==> config.mk <==
export PLATFORM = sky130hd
export DESIGN_NAME = adrv9009_rfir_loader
export DESIGN_NICKNAME = d
export VERILOG_FILES = /design/src/rtl/adrv9009_rfir_loader.sv
export SDC_FILE = /design/constraint.sdc
export NUM_CORES = 1
export LEC_CHECK = 0
export BUFFER_PORTS_ARGS = -buffer_cell sky130_fd_sc_hd__buf_2
export CAP_MARGIN = 40
export CORE_MARGIN = 1
export CORE_UTILIZATION = 45
export DETAILED_ROUTE_END_ITERATION = 8
export PLACE_DENSITY = 0.73
export SYNTH_ARGS = -nofsm -noshare
export SYNTH_HDL_FRONTEND = slang
export SYNTH_SLANG_ARGS = --single-unit
==> constraint.sdc <==
create_clock -name clk -period 2.3 [get_ports clk]
set_clock_uncertainty 0.15 [all_clocks]
set_input_delay 0 -clock clk [delete_from_list [all_inputs] [get_ports clk]]
set_output_delay 0 -clock clk [all_outputs]
set_load 0.005 [all_outputs]
==> src/rtl/adrv9009_rfir_loader.sv <==
// rtl/adrv9009_rfir_loader.sv - receive FIR quiesce / coefficient load / atomic commit controller
// Optional checksum verification of the coefficient stream: define RFIR_LOADER_CHECKSUM_EN.
module adrv9009_rfir_loader #(
   parameter int FLUSH_CYCLES = 8,
   parameter int ADDR_W       = 7,
   parameter int COEFF_W      = 16
) (
   input  logic                      clk,
   input  logic                      reset,
   input  logic                      req,
   input  logic [1:0]                req_mode,
   input  logic [1:0]                req_gain,
   input  logic [1:0]                req_deci,
   input  logic                      req_en,
`ifdef RFIR_LOADER_CHECKSUM_EN
   input  logic [COEFF_W-1:0]        chk,
`endif
   input  logic                      c_valid,
   input  logic signed [COEFF_W-1:0] c_data,
   output logic                      c_ready,
   output logic                      busy,
   output logic                      done,
   output logic                      err,
   output logic                      en_rfir,
   output logic [1:0]                mode_rfir,
   output logic [1:0]                gain_rfir,
   output logic [1:0]                deci_rfir,
   output logic                      wr_en,
   output logic [ADDR_W-1:0]         addr_in,
   output logic signed [COEFF_W-1:0] coeff_in
);

   localparam int CNT_W = (FLUSH_CYCLES > 1) ? $clog2(FLUSH_CYCLES) : 1;

   localparam logic [2:0] S_IDLE    = 3'd0;
   localparam logic [2:0] S_QUIESCE = 3'd1;
   localparam logic [2:0] S_LOAD    = 3'd2;
   localparam logic [2:0] S_COMMIT  = 3'd3;
   localparam logic [2:0] S_ERROR   = 3'd4;

   logic [2:0]        state;
   logic [CNT_W-1:0]  flush_cnt;
   logic [ADDR_W-1:0] idx;
   logic [ADDR_W-1:0] last_idx;
   logic [1:0]        pend_mode;
   logic [1:0]        pend_gain;
   logic [1:0]        pend_deci;
   logic              pend_en;
   logic              shadow_en;
   logic              beat;
   logic              sum_ok;

   assign c_ready = (state == S_LOAD);
   assign busy    = (state != S_IDLE);
   assign beat    = c_valid && c_ready;

   always_comb begin
      last_idx = ADDR_W'(71);
      case (pend_mode)
         2'd0:    last_idx = ADDR_W'(23);
         2'd1:    last_idx = ADDR_W'(47);
         default: last_idx = ADDR_W'(71);
      endcase
   end

`ifdef RFIR_LOADER_CHECKSUM_EN
   logic [COEFF_W-1:0] pend_chk;
   logic [COEFF_W-1:0] sum;

   assign sum_ok = (sum == pend_chk);

   always_ff @(posedge clk) begin
      if (!reset) begin
         pend_chk <= '0;
         sum      <= '0;
      end else if (state == S_IDLE && req && req_mode != 2'd3) begin
         pend_chk <= chk;
         sum      <= '0;
      end else if (beat) begin
         sum <= sum + c_data;
      end
   end
`else
   assign sum_ok = 1'b1;
`endif

   always_ff @(posedge clk) begin
      if (!reset) begin
         state     <= S_IDLE;
         flush_cnt <= '0;
         idx       <= '0;
         pend_mode <= 2'd0;
         pend_gain <= 2'd0;
         pend_deci <= 2'd0;
         pend_en   <= 1'b0;
         shadow_en <= 1'b0;
         done      <= 1'b0;
         err       <= 1'b0;
         en_rfir   <= 1'b0;
         mode_rfir <= 2'd0;
         gain_rfir <= 2'd0;
         deci_rfir <= 2'd0;
         wr_en     <= 1'b0;
         addr_in   <= '0;
         coeff_in  <= '0;
      end else begin
         wr_en <= 1'b0;
         done  <= 1'b0;
         case (state)
            S_IDLE: begin
               if (req) begin
                  if (req_mode == 2'd3) begin
                     err <= 1'b1;
                  end else begin
                     pend_mode <= req_mode;
                     pend_gain <= req_gain;
                     pend_deci <= req_deci;
                     pend_en   <= req_en;
                     err       <= 1'b0;
                     en_rfir   <= 1'b0;
                     flush_cnt <= '0;
                     state     <= S_QUIESCE;
                  end
               end
            end
            S_QUIESCE: begin
               if (flush_cnt == CNT_W'(FLUSH_CYCLES - 1)) begin
                  idx   <= '0;
                  state <= S_LOAD;
               end else begin
                  flush_cnt <= flush_cnt + 1'b1;
               end
            end
            S_LOAD: begin
               if (beat) begin
                  wr_en    <= 1'b1;
                  addr_in  <= idx;
                  coeff_in <= c_data;
                  idx      <= idx + 1'b1;
                  if (idx == last_idx)
                     state <= S_COMMIT;
               end
            end
            S_COMMIT: begin
               if (sum_ok) begin
                  mode_rfir <= pend_mode;
                  gain_rfir <= pend_gain;
                  deci_rfir <= pend_deci;
                  en_rfir   <= pend_en;
                  shadow_en <= pend_en;
                  done      <= 1'b1;
                  state     <= S_IDLE;
               end else begin
                  // Mode/gain/deci were never touched; only the enable needs restoring.
                  err     <= 1'b1;
                  en_rfir <= shadow_en;
                  state   <= S_ERROR;
               end
            end
            S_ERROR: begin
               err     <= 1'b1;
               en_rfir <= shadow_en;
               state   <= S_IDLE;
            end
            default: state <= S_IDLE;
         endcase
      end
   end

endmodule

## Word-level counts from Yosys, hierarchy flattened

Index checks and enable logic that the tools add are counted.

| operators by class | value |
|---|---|
| mux-type cells | 22 |
| bitwise operators | 1 |
| equality and inequality tests | 14 |
| add/sub/neg operators | 2 |
| reductions and logical operators | 16 |

Operator list:

| kind | count |
|---|---|
| one-hot mux 7 bit (2 select lines) | 2 |
| 2-to-1 mux 3 bit | 8 |
| 2-to-1 mux 7 bit | 2 |
| one-hot mux 3 bit (3 select lines) | 1 |
| AND reduction 3 bit | 3 |
| != test 2 bit, second input constant | 4 |
| adder 7 x 1 -> 7 bit, second input constant | 1 |
| == test 7 bit | 1 |
| == test 3 x 2 -> 1 bit, second input constant | 2 |
| == test 3 bit, second input constant | 2 |
| 2-to-1 mux 1 bit | 6 |
| one-hot mux 3 bit (2 select lines) | 1 |
| AND reduction 2 bit | 3 |
| nonzero test 2 bit | 3 |
| nonzero test 3 bit | 2 |
| AND reduction 5 bit | 1 |
| != test 2 x 1 -> 1 bit, second input constant | 2 |
| AND reduction 4 bit | 1 |
| adder 3 x 1 -> 3 bit, second input constant | 1 |
| == test 3 x 1 -> 1 bit, second input constant | 1 |
| zero test 3 bit | 1 |
| one-hot mux 1 bit (3 select lines) | 1 |
| == test 2 x 1 -> 1 bit, second input constant | 1 |
| == test 2 bit, second input constant | 1 |
| other kinds (4) | 4 |

| storage, ports and cells | value |
|---|---|
| word-level logic and storage cells | 72 |
| register bits after elaboration | 54 |
| bits of input ports | 27 |
| output and inout bits | 35 |

## Depth between registers and ports, before layout

Gate-level depths: netlist of run 1.

| logic depth | value |
|---|---|
| word-level depth | 6 |
| depth in mapped cells | 7 |

## Worst setup path after synthesis of run 1

Ideal clock, no wire load.

| timing | value |
|---|---|
| path kind | reg2reg |
| from | register state[1] |
| to | register state[1] |
| required time | 2.078 ns |
| setup time | 0.072 ns |
| stages on the path, launching flop included | 7 |
| arrival time | 1.461 ns |
| path buffers | 0 |
| slack | 0.617 ns |
| cells stage by stage | dfxtp_1 > inv_1 > ha_1 > and2b_1 > or2_1 > a211oi_2 > mux2i_1 |

| on the way | value |
|---|---|
| longest elaborated chain between the ends | 4 |
| elaborated cells on any way between the ends | 11 |
| those cells by class | eq/ne (7); mux (1); reduce/logical (3) |

Ends and longest elaborated chain:

| element | line | RTL |
|---|---|---|
| start: declaration | 41 | `logic [2:0] state;` |
| start signal: assignment | 89 | `state <= S_IDLE;` |
| start signal: assignment | 122 | `state <= S_QUIESCE;` |
| start signal: assignment | 129 | `state <= S_LOAD;` |
| == test 3 x 2 -> 1 bit | 53, 109 |  |
| logical AND 1 bit | 55 | `assign beat = c_valid && c_ready;` |
| != test 2 x 1 -> 1 bit (no line) | - |  |
| AND reduction 5 bit (no line) | - |  |

Several ways; a longest one is shown, not always the timed one.
A chain may end at the register's enable or synchronous reset.

## Final worst setup path of run 1

| timing | value |
|---|---|
| from | register state[0] |
| to | register pend_mode[0] |

| on the way | value |
|---|---|
| longest elaborated chain between the ends | 2 |

Ends and longest elaborated chain:

| element | line | RTL |
|---|---|---|
| zero test 3 bit | 109 | `case (state)` |
| AND reduction 3 bit (no line) | - |  |
| end signal: assignment | 115 | `pend_mode <= req_mode;` |
| end: declaration | 45 | `logic [1:0] pend_mode;` |

No other way between the ends.

==> summary.md, run 1 <==
| Metric | Value |
|---|---|
| Final TNS setup | 0 ns |
| Mapped Area | 0.00217 sq mm |
| # setup viols final | 0 |
| Required @ worst endpoint | 2.34 ns |
| Placed Area | 0.00252 sq mm |
| RePlAce Congestion | 0.728 |
| Most frequent cells in the layout | 61 x buf_2, 57 x nand2_1, 52 x dfxtp_1 |
| Most common cell after layout, fill and taps aside | buf_2 |
| Area of the multi-input gates | 0.00106 sq mm |
| H-tree depth | 2 |
| DP Cell Count | 344 |
| Sink Count | 52 |
| Skew-Pair Late Insertion Delay | 0.30 ns |
| Power Density | 780 mW/mm^2 |
| Mux share of post-synthesis cell area | 5.54% |
| Mapped Cells | 239 |
| Worst Max-Slew Pin Slew | 0.530 ns |
| Post-route ant nets | 0 |
| CP Capture Type | flop |
| I/O pins | 62 |
| Num CTS Buffers | 5 |
| Maximum fanout along the worst path | 5 |
| Total core area | 0.00450 sq mm |
| Final Cycle Share | 85.7% |
| Register area | 0.00104 sq mm |
| Register area share after synthesis | 48.0% |
| Mean Syn Cell Area | 9.07 sq um |
| CTS max path bufs | 2 |
| Final nets | 360 |
| Proportion of layout cells with a drive suffix above 1 | 23.5% |
| Crit path kind | reg -> reg |
| Final hold violation count | 0 |
| F_max | 508 MHz |
| Die area | 0.00510 sq mm |
| Largest family of logic cells by synthesized area | simple AND/OR/NAND/NOR gates |
| Status | finished, final reports clean |
| GR Overflow Total | 0 |
| First-pass GRT wire length | 7460 um |
| Initial Util | 48.1% |
| Via count | 1846 |
| Overall routed net length | 4480 um |
| Setup Buffers After CTS | 0 |
| RSZ-0062 raised after global routing | false |
| Compound-Gate Fraction of Synth Area | 15.2% |
| Synth warn | 0 |
| Via density per instance | 4.87 |
| Hold WC Path Type | reg -> reg |
| PortBufs | 61 |
| Hold buffers post-CTS | 27 |
| Cell Count, Final, Fillers Out | 379 |
| Post-CTS sizing | 0 |
| Horiz. Die Dim | 71.4 um |
| Min Tclk post-route | 1.97 ns |
| Largest net degree at the start of global routing | 26 |
| Netlist cell types | 34 |
| DP HPWL | 2870 um |
| Post-synthesis xor/xnor area fraction | 2.42% |
| Diode count | 0 |
| Leakage | 1.27 nW |
| Remaining DRCs | 0 |
| TritonCTS clock tree | yes |
| Max-Cap Viols | 0 |
| Number of placement rows | 24 |
| Total global routing track utilization | 18.6% |
| Startpoint types | flop |
| #FFs+latches synth | 52 |
| Worst IR Drop VDD | 0.443 mV |
| Simple-Gate Fraction of Synth Area | 21.8% |
| Slew headroom | 64.3% |
| Post-layout instance area | 0.00291 sq mm |
| Initial antenna violation count | 0 |
| Clock slew seen by the registers of the worst setup and hold paths | 0.09 ns |
| Synthesis-to-layout area growth | 34.3% |
| Root buffer cell | clkbuf_8 |
| Drt wl/cell | 11.8 um |
| Height of the die | 71.4 um |
| Slew Limit Fails | 0 |
| Vias in the first global route | 1761 |
| Crit path DAT | 2.01 ns |
| Adder-cell share of the synthesized area | 4.04% |
| Fillers | 398 |
| Drt pass-1 iters | 4 |
| Syn Nets | 273 |
| Initial drt markers | 39 |
==> Yosys cell counts <==
master     instances  share of area, %
o31a_1             1              0.40
buf_2              3              0.69
o21a_1             1              0.35
nand2b_1           2              0.58
a21oi_1            2              0.46
xnor2_1            1              0.40
a21boi_0          22               7.6
clkbuf_1           8               1.4
a21oi_4            1              0.75
a22oi_1            1              0.35
nand3_1            4              0.92
and3_1             4               1.2
and3b_1            1              0.40
or2_1              1              0.29
a211oi_2           2               1.2
o2111ai_1          1              0.40
nand2_1           57               9.9
mux2i_1           12               5.5
and2b_1            1              0.35
dfxtp_1           52                48
and2_1             3              0.87
nor3_1             2              0.46
o221a_2            1              0.52
nor2_1             9               1.6
ha_1               7               4.0
nand2_2            1              0.29
and4_1             1              0.40
o21ai_0            8               1.8
xor2_1             5               2.0
inv_1              5              0.87
nand4_1            2              0.58
a21boi_1           4               1.4
nor2b_1           13               3.8
nand3b_1           1              0.35
==> stage by stage <==
step,hold slack (ns),utilization [%],setup WS (ns),total power [mW]
floorplan,-0.0152,-,0.617,1.42
global placement,0.0947,55.9,0.537,1.57
detailed placement,0.0982,55.9,0.454,1.59
CTS,0.307,64.7,0.329,2.30
global route,0.331,64.7,0.249,2.40
finish,0.304,64.7,0.330,2.27
==> flip-flops by register name, summed over array words and instances, names as in the netlist <==
register	count
err	1
pend_deci	2
addr_in	7
done	1
pend_gain	2
en_rfir	1
wr_en	1
mode_rfir	2
idx	7
state	2
pend_mode	2
gain_rfir	2
deci_rfir	2
pend_en	1
coeff_in	16
flush_cnt	3
==> final cells by class <==
| cell class | count | share of cell area [%] |
|---|---|---|
| Multi-Input combinational cell | 171 | 36.5 |
| Sequential cell | 52 | 35.7 |
| Timing Repair Buffer | 91 | 20.5 |
| Clock buffer | 7 | 3.31 |
| Tap cell | 52 | 2.23 |
| Clock inverter | 1 | 1.03 |
| Inverter | 5 | 0.644 |
==> final timing paths <==
path | from | to | slack [ns] | cells past startpoint
worst min register to register | coeff_in[2] | coeff_in[2] | 0.30 | 2
worst max-delay path | state[0] | pend_mode[0] | 0.33 | 6
worst min-delay path | coeff_in[2] | coeff_in[2] | 0.30 | 2
worst max register to register | state[0] | pend_mode[0] | 0.33 | 6
==> power breakdown <==
group | switching, mW | internal (mW)
logic | 0.322 | 0.257
clock network | 0.288 | 0.384
registers | 0.0480 | 0.975
total | 0.657 | 1.62
==> logic make-up (layout without fill, tap and decap cells) <==
kind of cell | after synthesis | after routing
AOI/OAI and AO/OA | 44 | 44
xor gates and xnor gates | 6 | 6
adders and majority gates | 7 | 7
buffers and inverters | 16 | 104
DFF | 52 | 52
muxes | 12 | 12
and+or+nand+nor | 102 | 102
==> critical path, stage by stage, from the launching register on <==
cell,delay (ns)
dfxtp_1,0.39
inv_1,0.08
ha_1,0.25
nand2_1,0.14
nor2_1,0.07
o221a_2,0.23
dlygate4sd3_1,0.55
==> per-layer routing <==
metal	global-route usage, %	routed length, um	vias up
met1	19.5	1980	829
met4	7.33	61	0
li1	-	-	965
met5	0	0	-
met2	34.9	2180	46
met3	5.06	262	6
Note: power is estimated with default switching activity, not from simulation.
==> run 2, diff against run 1 <==
- RECOVER_POWER: not set -> 50
==> summary.md, run 2 (synthesized netlist as in run 1, its figures left out) <==
| Metric | Value |
|---|---|
| Status | finished, final reports clean (unchanged) |
| Final nets | 360 (unchanged) |
| Setup Buffers After CTS | 0 (unchanged) |
| Hold_sp | coeff_in[2] (unchanged) |
| F_max | 508 MHz (about the same) |
| Final TNS setup | 0 ns (unchanged) |
| Initial drt markers | 39 (unchanged) |
| Worst IR Drop VDD | 0.444 mV (was 0.443 mV) |
| Max-Cap Viols | 0 (unchanged) |
| TritonCTS clock tree | yes (unchanged) |
| Maximum fanout along the worst path | 5 (unchanged) |
| Via count | 1857 (was 1846) |
| Height of the die | 71.4 um (unchanged) |
| Die area | 0.00510 sq mm (unchanged) |
| Overall routed net length | 4500 um (was 4480 um) |
| RePlAce Congestion | 0.728 (unchanged) |
| Sink Count | 52 (unchanged) |
| Min Tclk post-route | 1.97 ns (about the same) |
| Hold WC Path Type | reg -> reg (unchanged) |
| Max reg flops | 16 (unchanged) |
| RSZ-0062 raised after global routing | false (unchanged) |
| Post-route ant nets | 0 (unchanged) |
| Reg-to-reg startpoint | state[0] (unchanged) |
| Clock slew seen by the registers of the worst setup and hold paths | 0.09 ns (about the same) |
| Most common cell after layout, fill and taps aside | nand2_1 (was buf_2) |
| CP bufs+invs | 2 (unchanged) |
| # setup viols final | 0 (unchanged) |
| Total global routing track utilization | 18.6% (unchanged) |
| Slew headroom | 63.7% (was 64.3%) |
| Crit path kind | reg -> reg (unchanged) |
| Slew Limit Fails | 0 (unchanged) |
| CTS max path bufs | 2 (unchanged) |
| Power Density | 784 mW/mm^2 (was 780 mW/mm^2) |
| Final Cycle Share | 85.6% (was 85.7%) |
| Skew-Pair Late Insertion Delay | 0.30 ns (about the same) |
| First-pass GRT wire length | 7460 um (unchanged) |
| Remaining DRCs | 0 (unchanged) |
| Initial Util | 48.1% (unchanged) |
| I/O pins | 62 (unchanged) |
| Crit. Startpoint | state[0] (unchanged) |
| CP Capture Type | flop (unchanged) |
| Num CTS Buffers | 5 (unchanged) |
| Crit path DAT | 2.01 ns (about the same) |
| Largest net degree at the start of global routing | 26 (unchanged) |
| Worst Max-Slew Pin Slew | 0.539 ns (was 0.530 ns) |
| Most frequent cells in the layout | 57 x nand2_1, 52 x dfxtp_1, 45 x buf_2 (was 61 x buf_2, 57 x nand2_1, 52 x dfxtp_1) |
| Startpoint types | flop (unchanged) |
| Horiz. Die Dim | 71.4 um (unchanged) |
| Proportion of layout cells with a drive suffix above 1 | 18.7% (was 23.5%) |
| Fillers | 409 (was 398) |
| GR Overflow Total | 0 (unchanged) |
| Vias in the first global route | 1761 (unchanged) |
| Initial antenna violation count | 0 (unchanged) |
| Top delay family on crit path | buffers and inverters (unchanged) |
| PortBufs | 61 (unchanged) |
| Crit-path cells | inv_1 -> ha_1 -> nand2_1 -> nor2_1 -> o221a_2 -> dlygate4sd3_1 (unchanged) |
| Root buffer cell | clkbuf_8 (unchanged) |
| Diode count | 0 (unchanged) |
| Total core area | 0.00450 sq mm (unchanged) |
| Via density per instance | 4.90 (was 4.87) |
| Power, Total | 2.27 mW (about the same) |
| Max stage delay on crit path | 0.54 ns (was 0.55 ns) |
| Final hold violation count | 0 (unchanged) |
| Largest regs | coeff_in: 16 flops, addr_in: 7 flops, idx: 7 flops (unchanged) |
| H-tree depth | 2 (unchanged) |
| Number of placement rows | 24 (unchanged) |
| Register with the most flip-flops | coeff_in (unchanged) |
| DP HPWL | 2870 um (unchanged) |
| Required @ worst endpoint | 2.34 ns (about the same) |
| Drt pass-1 iters | 4 (unchanged) |
| Synthesis-to-layout area growth | 33.4% (was 34.3%) |
| Drt wl/cell | 11.9 um (was 11.8 um) |
| Leakage | 1.20 nW (was 1.27 nW) |
| Slowest-stage cell, CP | dlygate4sd3_1 (unchanged) |
run 2: cell types whose count changed in the layout (fill, tap and decap cells not counted):
cell	before	now
buf_2	61	45
clkbuf_1	0	16
run 2: area by class of cell:
| type | count | area, sq um | share of cell area [%] |
|---|---|---|---|
| Inverter | 5 | 18.8 | 0.649 |
| Tap cell | 52 | 65.1 | 2.25 |
| Timing Repair Buffer | 91 | 578 | 20.0 |
| Clock buffer | 7 | 96.3 | 3.33 |
| Clock inverter | 1 | 30.0 | 1.04 |
| Sequential cell | 52 | 1040 | 36.0 |
| Multi-Input combinational cell | 171 | 1060 | 36.8 |
run 2: through the flow:
| step | hold slack [ns] | instance area (sq um) | util [%] | setup WS [ns] | instances |
|---|---|---|---|---|---|
| after floorplan | -0.0152 | 2170 | - | 0.617 | 239 |
| after global placement | 0.0947 | 2520 | 55.9 | 0.537 | 344 |
| after detailed placement | 0.0982 | 2520 | 55.9 | 0.454 | 344 |
| after CTS | 0.307 | 2910 | 64.7 | 0.329 | 379 |
| after global routing | 0.334 | 2890 | 64.2 | 0.249 | 379 |
| final | 0.305 | 2890 | 64.2 | 0.331 | 379 |
run 2: path summary, 6_finish.rpt:
path                                      to  slack (ns)  cells after the start
worst min register to register   coeff_in[2]        0.30                      2
worst min-delay path             coeff_in[2]        0.30                      2
worst max-delay path            pend_mode[0]        0.33                      6
worst max register to register  pend_mode[0]        0.33                      6
run 2: metal layers:
metal  global-route usage [%]  routed length (um)  vias up
met2                     34.9                2170       48
met1                     19.5                1990      836
met3                     5.06                 263        7
met4                     7.33                  66        0
met5                        0                   0        -
li1                         -                   -      966
run 2: worst reg2reg max path: cells and delay by family, from the launching register on:
family	cells	cell delay (ns)
simple gates	2	0.22
fa+ha+maj	1	0.26
buf+inv	2	0.62
flops	1	0.39
compound gates	1	0.23
run 2: power breakdown:
group	switching [mW]	total [mW]	internal (mW)	leakage (nW)
Clock	0.287	0.671	0.384	0.0645
Combinational	0.325	0.574	0.249	0.715
Sequential	0.0481	1.02	0.975	0.421
Total	0.660	2.27	1.61	1.20
run 2: repair_timing:
action                    4_1_cts  5_1_grt
hold endpoints to repair       29        0
hold buffers                   27        0
gates resized for setup         0        0
==> run 3, diff against run 2 <==
- ABC_AREA: not set -> 1
==> summary.md, run 3 <==
| Metric | Value |
|---|---|
| Initial drt markers | 66 (was 39) |
| Most common cell after layout, fill and taps aside | nor2_1 (was nand2_1) |
| Placed Area | 0.00246 sq mm (was 0.00252 sq mm) |
| Final Cycle Share | 87.0% (was 85.6%) |
| Post-CTS sizing | 0 (unchanged) |
| Worst IR Drop VDD | 0.463 mV (was 0.444 mV) |
| Cell Count, Final, Fillers Out | 421 (was 379) |
| Max reg flops | 16 (unchanged) |
| Setup Buffers After CTS | 0 (unchanged) |
| Height of the die | 70.4 um (was 71.4 um) |
| Mean Syn Cell Area | 7.58 sq um (was 9.07 sq um) |
| GR Overflow Total | 0 (unchanged) |
| Synthesis-to-layout area growth | 33.8% (was 33.4%) |
| F_max | 500 MHz (was 508 MHz) |
| Top cells by area, synth | dfxtp_1 49%, nor2_1 11%, o21ai_0 9.5% (was dfxtp_1 48%, nand2_1 9.9%, a21boi_0 7.6%) |
| Asr flop ratio synth | 0% (unchanged) |
| DP HPWL | 3150 um (was 2870 um) |
| #FFs+latches synth | 52 (unchanged) |
| Commonest cells in the netlist | 64 x nor2_1, 52 x dfxtp_1, 40 x o21ai_0 (was 57 x nand2_1, 52 x dfxtp_1, 22 x a21boi_0) |
| DP Cell Count | 385 (was 344) |
| Drt pass-1 iters | 4 (unchanged) |
| Top-area cell type share of the netlist area | 49.4% (was 48.0%) |
| Overall routed net length | 4770 um (was 4500 um) |
| First-pass GRT wire length | 8060 um (was 7460 um) |
| Final TNS setup | 0 ns (unchanged) |
| Drt wl/cell | 11.3 um (was 11.9 um) |
| Number of placement rows | 24 (unchanged) |
| Mapped Area | 0.00211 sq mm (was 0.00217 sq mm) |
| Via count | 2042 (was 1857) |
| Root buffer cell | clkbuf_8 (unchanged) |
| Proportion of layout cells with a drive suffix above 1 | 17.6% (was 18.7%) |
| Diode count | 0 (unchanged) |
| Crit path DAT | 2.04 ns (was 2.01 ns) |
| Num CTS Buffers | 5 (unchanged) |
| Most frequent cells in the layout | 64 x nor2_1, 52 x dfxtp_1, 49 x buf_2 (was 57 x nand2_1, 52 x dfxtp_1, 45 x buf_2) |
| Maximum fanout along the worst path | 8 (was 5) |
| Post-route ant nets | 0 (unchanged) |
| Initial Util | 47.8% (was 48.1%) |
| Largest regs | coeff_in: 16 flops, addr_in: 7 flops, idx: 7 flops (unchanged) |
| Skew-Pair Late Insertion Delay | 0.30 ns (about the same) |
| Register with the most flip-flops | coeff_in (unchanged) |
| CTS max path bufs | 2 (unchanged) |
| TritonCTS clock tree | yes (unchanged) |
| Leakage | 1.33 nW (was 1.20 nW) |
| Required @ worst endpoint | 2.34 ns (about the same) |
| EDFF count, synth | 0 (unchanged) |
| Area leader, netlist | dfxtp_1 (unchanged) |
| RSZ-0062 raised after global routing | false (unchanged) |
| Power Density | 837 mW/mm^2 (was 784 mW/mm^2) |
| Dominant register cell in the synthesized netlist | dfxtp_1 (unchanged) |
| Worst Max-Slew Pin Slew | 0.319 ns (was 0.539 ns) |
| Largest net degree at the start of global routing | 40 (was 26) |
| Sink Count | 52 (unchanged) |
| Remaining DRCs | 0 (unchanged) |
| Synth warn | 0 (unchanged) |
| Total global routing track utilization | 20.4% (was 18.6%) |
| Final core occ | 63.9% (was 64.2%) |
| Hold WC Path Type | in -> reg (was reg -> reg) |
| Syn Nets | 312 (was 273) |
| Final hold violation count | 0 (unchanged) |
| Startpoint types | flop (unchanged) |
| PortBufs | 61 (unchanged) |
| Initial antenna violation count | 0 (unchanged) |
| Register area share after synthesis | 49.4% (was 48.0%) |
| H-tree depth | 2 (unchanged) |
| I/O pins | 62 (unchanged) |
| Post-layout instance area | 0.00282 sq mm (was 0.00289 sq mm) |
| Slew Limit Fails | 0 (unchanged) |
| Via density per instance | 4.85 (was 4.90) |
| Die area | 0.00496 sq mm (was 0.00510 sq mm) |
| RePlAce Congestion | 0.753 (was 0.728) |
| Min Tclk post-route | 2.00 ns (was 1.97 ns) |
| Final nets | 403 (was 360) |
| Fillers | 413 (was 409) |
| Crit path kind | reg -> reg (unchanged) |
| Clock slew seen by the registers of the worst setup and hold paths | 0.09 ns (about the same) |
| Slew headroom | 78.7% (was 63.7%) |
| Vias in the first global route | 1917 (was 1761) |
| Horiz. Die Dim | 70.4 um (was 71.4 um) |
| Mapped Cells | 278 (was 239) |
| Status | finished, final reports clean (unchanged) |
| CP Capture Type | flop (unchanged) |
| Netlist cell types | 23 (was 34) |
| # setup viols final | 0 (unchanged) |
| Max-Cap Viols | 0 (unchanged) |
| Top-count cell post-synth | nor2_1 (was nand2_1) |
| Total core area | 0.00441 sq mm (was 0.00450 sq mm) |
[run 3: final timing paths]
check                    start      endpoint  slack (ns)  depth (start not counted)
setup reg to reg      state[0]           err        0.30                          6
hold / removal     req_gain[1]  pend_gain[1]        0.31                          4
setup / recovery      state[0]           err        0.30                          6
hold reg to reg   flush_cnt[1]  flush_cnt[1]        0.33                          2
[run 3: timing repair]
item                                    CTS  global route
hold buffers                             29             0
endpoints found under the hold margin    31             0
endpoints found under the setup margin    0             0
[run 3: per-stage QoR]
stage                     total power, mW  setup WS (ns)  hold WS [ns]
after floorplan                      1.61          0.651       -0.0151
after global placement               1.83          0.528        0.0706
after detailed placement             1.85          0.447        0.0777
after CTS                            2.39          0.304         0.286
after global routing                 2.54          0.217         0.315
final                                2.36          0.300         0.307
[run 3: where the power goes]
| part | total [mW] | switching, mW | internal (mW) |
|---|---|---|---|
| clock network | 0.488 | 0.282 | 0.206 |
| registers | 1.15 | 0.0894 | 1.07 |
| logic | 0.717 | 0.418 | 0.299 |
[run 3: final cells by class]
| class | count | area (sq um) | area share, % |
|---|---|---|---|
| Tap cell | 52 | 65.1 | 2.31 |
| Clock buffer | 5 | 68.8 | 2.44 |
| Sequential cell | 52 | 1040 | 36.9 |
| Clock inverter | 2 | 12.5 | 0.444 |
| Timing Repair Buffer | 93 | 603 | 21.4 |
| Inverter | 29 | 109 | 3.86 |
| Multi-Input combinational cell | 188 | 921 | 32.7 |
[run 3: worst max-delay path, stage by stage (launching register included)]
cell           delay [ns]
dfxtp_1              0.33
inv_1                0.10
ha_1                 0.26
nand2_1              0.13
nor2_2               0.28
nor3_1               0.07
dlygate4sd3_1        0.56
[run 3: routing by layer]
metal	GRT usage, %	wire [um]
met5	0	0
met4	6.00	53
met3	4.91	198
met2	37.4	2320
met1	23.0	2200
[run 3: logic make-up after synthesis]
group | Yosys count | synth area share [%]
flip-flops | 52 | 49.4
buffers and inverters | 38 | 6.94
AND/OR/NAND/NOR | 111 | 21.3
AO/OA/AOI/OAI | 70 | 18.2
adder cells (fa/ha/maj) | 7 | 4.15
